--- config.mk ---
export PLATFORM = sky130hd
export DESIGN_NAME = bundle_issue_scheduler
export DESIGN_NICKNAME = d
export VERILOG_FILES = /design/src/rtl/bundle_issue_scheduler.sv
export SDC_FILE = /design/constraint.sdc
export NUM_CORES = 2
export LEC_CHECK = 0
export CELL_PAD_IN_SITES_DETAIL_PLACEMENT = 1
export CELL_PAD_IN_SITES_GLOBAL_PLACEMENT = 2
export CORE_MARGIN = 4
export CORE_UTILIZATION = 40
export DETAILED_ROUTE_END_ITERATION = 10
export DONT_BUFFER_PORTS = 1
export PLACE_DENSITY_LB_ADDON = 0.1
export SYNTH_ARGS = -nofsm -noshare
export SYNTH_HDL_FRONTEND = slang
export SYNTH_SLANG_ARGS = --single-unit
--- constraint.sdc ---
create_clock -name clk -period 36.4 [get_ports clk]
set_input_delay 3.64 -clock clk [delete_from_list [all_inputs] [get_ports clk]]
set_output_delay 3.64 -clock clk [all_outputs]
set_load 0.02 [all_outputs]
--- src/rtl/bundle_issue_scheduler.sv ---
// VLIW bundle issue scheduler: a circular queue of {bundle, index} entries drained
// into an output register once the run cycle counter reaches each bundle's index.
module bundle_issue_scheduler #(
   parameter int DEPTH = 8,
   parameter int NSLOT = 10
) (
   input  logic                  clk,
   input  logic                  rst,
   input  logic                  wr_en,
   input  logic [32*NSLOT-1:0]   wr_bundle,
   input  logic [31:0]           wr_index,
   output logic                  full,
   input  logic                  start,
   output logic                  issue_valid,
   input  logic                  issue_ready,
   output logic [32*NSLOT-1:0]   issue_bundle,
   output logic [NSLOT-1:0]      issue_mask,
   output logic                  issue_late,
   output logic [31:0]           cycle,
   output logic [1:0]            state,
   output logic                  err_order
);

   localparam int AW = (DEPTH > 1) ? $clog2(DEPTH) : 1;
   localparam int BW = 32 * NSLOT;
   localparam logic [AW:0] FULL_CNT = (AW + 1)'(DEPTH);

   typedef enum logic [1:0] {
      IDLE = 2'd0,
      RUN  = 2'd1,
      DONE = 2'd2
   } state_t;

   state_t state_q, state_d;

   logic [BW-1:0]    bundle_mem [DEPTH];
   logic [31:0]      index_mem  [DEPTH];
   logic [AW-1:0]    wr_ptr, rd_ptr;
   logic [AW:0]      count, count_d;
   logic [31:0]      last_index;
   logic             first_wr;

   logic [BW-1:0]    head_bundle;
   logic [31:0]      head_index;
   logic [NSLOT-1:0] head_mask;
   logic             order_ok, push, order_err, pop, valid_d;

   // Handshake: issue_valid/issue_* are held stable until issue_ready=1 while
   // issue_valid=1; issue_ready is ignored while issue_valid=0.
   always_comb begin
      head_bundle = bundle_mem[rd_ptr];
      head_index  = index_mem[rd_ptr];
      order_ok    = first_wr || (wr_index >= last_index);
      push        = wr_en && !full && order_ok;
      order_err   = wr_en && !full && !order_ok;
      pop         = (state_q == RUN) && (count != '0) && (head_index <= cycle)
                    && (!issue_valid || issue_ready);
      valid_d     = pop || (issue_valid && !issue_ready);
      count_d     = count + {{AW{1'b0}}, push} - {{AW{1'b0}}, pop};
   end

   // Mask bit j covers bundle bits [32*j +: 32], i.e. slot NSLOT-1-j.
   always_comb begin
      head_mask = '0;
      for (int j = 0; j < NSLOT; j++) begin
         head_mask[j] = |head_bundle[32*j +: 32];
      end
   end

   always_comb begin
      state_d = state_q;
      case (state_q)
         IDLE: if (start) state_d = RUN;
         RUN:  if ((count_d == '0) && !valid_d) state_d = DONE;
         DONE: if (start) state_d = RUN;
         default: state_d = IDLE;
      endcase
   end

   always_ff @(posedge clk) begin
      if (rst) begin
         state_q      <= IDLE;
         cycle        <= '0;
         wr_ptr       <= '0;
         rd_ptr       <= '0;
         count        <= '0;
         last_index   <= '0;
         first_wr     <= 1'b1;
         err_order    <= 1'b0;
         issue_valid  <= 1'b0;
         issue_bundle <= '0;
         issue_mask   <= '0;
         issue_late   <= 1'b0;
      end else begin
         state_q <= state_d;
         if ((state_q != RUN) && (state_d == RUN)) begin
            cycle <= '0;
         end else if ((state_q == RUN) && (cycle != 32'hFFFF_FFFF)) begin
            cycle <= cycle + 32'd1;
         end
         if (push) begin
            wr_ptr     <= wr_ptr + 1'b1;
            last_index <= wr_index;
            first_wr   <= 1'b0;
         end
         if (order_err) begin
            err_order <= 1'b1;
         end
         if (pop) begin
            rd_ptr       <= rd_ptr + 1'b1;
            issue_bundle <= head_bundle;
            issue_mask   <= head_mask;
            issue_late   <= (cycle > head_index);
         end
         issue_valid <= valid_d;
         count       <= count_d;
      end
   end

   // Storage has no reset; entries only become visible through the pointers.
   always_ff @(posedge clk) begin
      if (!rst && push) begin
         bundle_mem[wr_ptr] <= wr_bundle;
         index_mem[wr_ptr]  <= wr_index;
      end
   end

   assign full  = (count == FULL_CNT);
   assign state = state_q;

endmodule

==> metrics <==
status=complete, no violations; die height=approximately 560 µm; Startpoint Class=input port; most common cell after layout, fill and taps aside=edfxtp_1; Die X=approximately 560 µm; dpl hpwl=between 200000 and 250000 µm; # fillers=between 20000 and 30000; design area=approximately 0.14 mm²; Register Area=approximately 0.093 mm²; Rows=between 200 and 250; ys flop type=edfxtp_1; worst rel slew slack=approximately 15%; Synth Net Count=6655; Top-Level Pins=approximately 730; Max Slew Vio Count=0; Antenna Nets Post-Route=0; Netlist cell types=between 50 and 60; Synth-to-Final Area Change=13.3%; Post-Route WL=364000 µm; area taken by multi-input logic gates=~0.028 mm²; vias=between 50000 and 60000; met3 routed WL=between 20000 and 30000 µm; # resized after CTS=0; DRT iter0 DRCs=around 4700; Met1 Wirelength=145000 µm; Clock Skew=between 0.05 and 0.06 ns; Mapped Avg Cell Area=just under 20 µm²; post-CTS repair timing setup buffer count=0; Routed WL per cell=approximately 34 µm; top sig layer=met5; GPL Wtd Cong=0.758; GRT Total Usage=a little under a quarter; Crit Path Max Fanout=48; grt total ovfl=0; IO Port Bufs=0; DRT Pass-1 Iters=7; Setup CP Type=input port to flip-flop; Vias/cell=about 5.6; clk buf depth=4; P per Cell Area=about 57 mW/mm²; layout cells sized above 1=21.1%; setup TNS=0 ns; Critical Path End Type=flip-flop; met2 WL=183000 µm; EDFF count, synth=~2800; P_leak=42.8 nW; unrepaired setup endpoints after global routing=no; Clock transition at path regs=0.06 ns; TritonCTS clock tree=yes; initial antenna violation count=20; number of endpoints failing setup at the final stage=0; clk root buf=clkbuf_16; global-route wire length before repair=512000 µm; Ys Warns=0; Yosys reg bits=3229; H-tree levels=5; post-synthesis sequential area ratio=between 70% and 80%; largest net degree at the start of global routing=385; hold crit path type=flip-flop to flip-flop; TritonCTS Buffers=between 300 and 400; number of global-route vias before repair=63600; critical path required time=about 37 ns; Data arrival, critical path=9.61 ns; Final #Nets=about 6800; Fin. Hold Viols=0; CTS Hold Buffers Added=0; initial core utilization=40.3%; DIE AREA=around 0.32 mm²; Core Area=~0.30 mm²; clk sinks=around 3200; dpl cell area=between 0.1 and 0.15 mm²; cells after synthesis=6225; asr flop ratio synth=0%; synthesized area=~0.12 mm²; worst-margin pin slew=about 1.3 ns; Peak Freq=110 MHz; Max Cap Viol=0; most frequent cells in the layout=2816 x edfxtp_1, 544 x mux4_2, 543 x mux2i_1; Post-route DRC=0; fraction of the cycle the final worst path needs=roughly a quarter; Worst VDD drop=roughly 37 µV; clk_lat worst skew=0.94 ns; Final Critical Period=between 9 and 10 ns
## stage by stage
step | cells | utilization (%) | total power [W] | worst slack (ns) | hold slack [ns]
floorplan | 6225 | - | 0.00440 | 6.17 | 0.419
global placement | 10100 | 41.8 | 0.00447 | 26.28 | 0.477
detailed placement | 10100 | 41.8 | 0.00447 | 26.24 | 0.471
CTS | 10700 | 45.7 | 0.00806 | 27.21 | 0.478
global route | 10700 | 45.7 | 0.00825 | 26.99 | 0.504
finish | 10700 | 45.7 | 0.00797 | 27.30 | 0.467
## cells in the mapped netlist (all sizes together), types with 28 or more instances
cell type | instances | share of area [%]
a21oi | 197 | 0.81
edfxtp | 2816 | 69
inv | 46 | 0.14
ha | 72 | 0.74
buf | 208 | 1.1
nand4 | 101 | 0.52
mux4 | 544 | 10
mux2i | 545 | 4.5
nor2 | 427 | 1.3
nor4 | 28 | 0.15
clkbuf | 148 | 0.45
o22ai | 161 | 0.82
nand2 | 43 | 0.13
a211oi | 321 | 2.7
dfxtp | 413 | 6.7
## per-layer routing
metal | vias to the layer above | GRT usage [%]
met5 | - | 0
met4 | 2 | 5.32
met3 | 428 | 6.58
met2 | 1431 | 39.1
met1 | 32400 | 28.5
li1 | 25700 | -
## path summary, 6_finish.rpt
check,start,endpoint,slack (ns),depth (start not counted)
worst min-delay path,first_wr,first_wr,0.47,2
worst min register to register,first_wr,first_wr,0.47,2
worst max register to register,flip-flop,issue_bundle[115],27.96,16
worst max-delay path,wr_index[15],bundle_mem[4][85],27.30,13
## final cells by class
| class | instances | share of cell area (%) |
|---|---|---|
| antenna | 2 | 0.00361 |
| clock buffer | 484 | 7.11 |
| clock inverter | 167 | 1.27 |
| inverter | 46 | 0.130 |
| multi-input combinational | 2594 | 20.0 |
| sequential | 3229 | 66.9 |
| tap | 4080 | 3.68 |
| timing repair buffer | 124 | 0.862 |
## flip-flops by register name (all words and copies together), names as in the netlist, 3 cells and up, named ones only
register,count
bundle_mem,2560
issue_bundle,320
index_mem,256
cycle,32
last_index,32
issue_mask,10
count,4
rd_ptr,3
wr_ptr,3
## where the power goes
part	internal, W	switching [W]
logic	0.0000755	0.000185
registers	0.00411	0.0000198
clock network	0.00209	0.00149
## critical path, cell delays in order
cell	delay (ns)
ha_1	0.28
nand2_1	0.08
o21ai_0	0.47
o211a_1	0.32
and3_1	0.23
a21oi_4	0.10
nand2b_1	0.34
nor3_2	0.22
buf_4	0.60
buf_4	0.70
buf_4	0.78
buf_4	0.74
buf_4	0.76
## logic make-up after synthesis
group | after synthesis | share of synthesized area (%)
xor+xnor | 31 | 0.222
simple gates | 671 | 2.47
flops | 3229 | 75.8
mux | 1089 | 14.5
compound gates | 730 | 4.67
fa+ha+maj | 73 | 0.752
buf+inv | 402 | 1.65
Note: power is estimated with default switching activity, not from simulation.
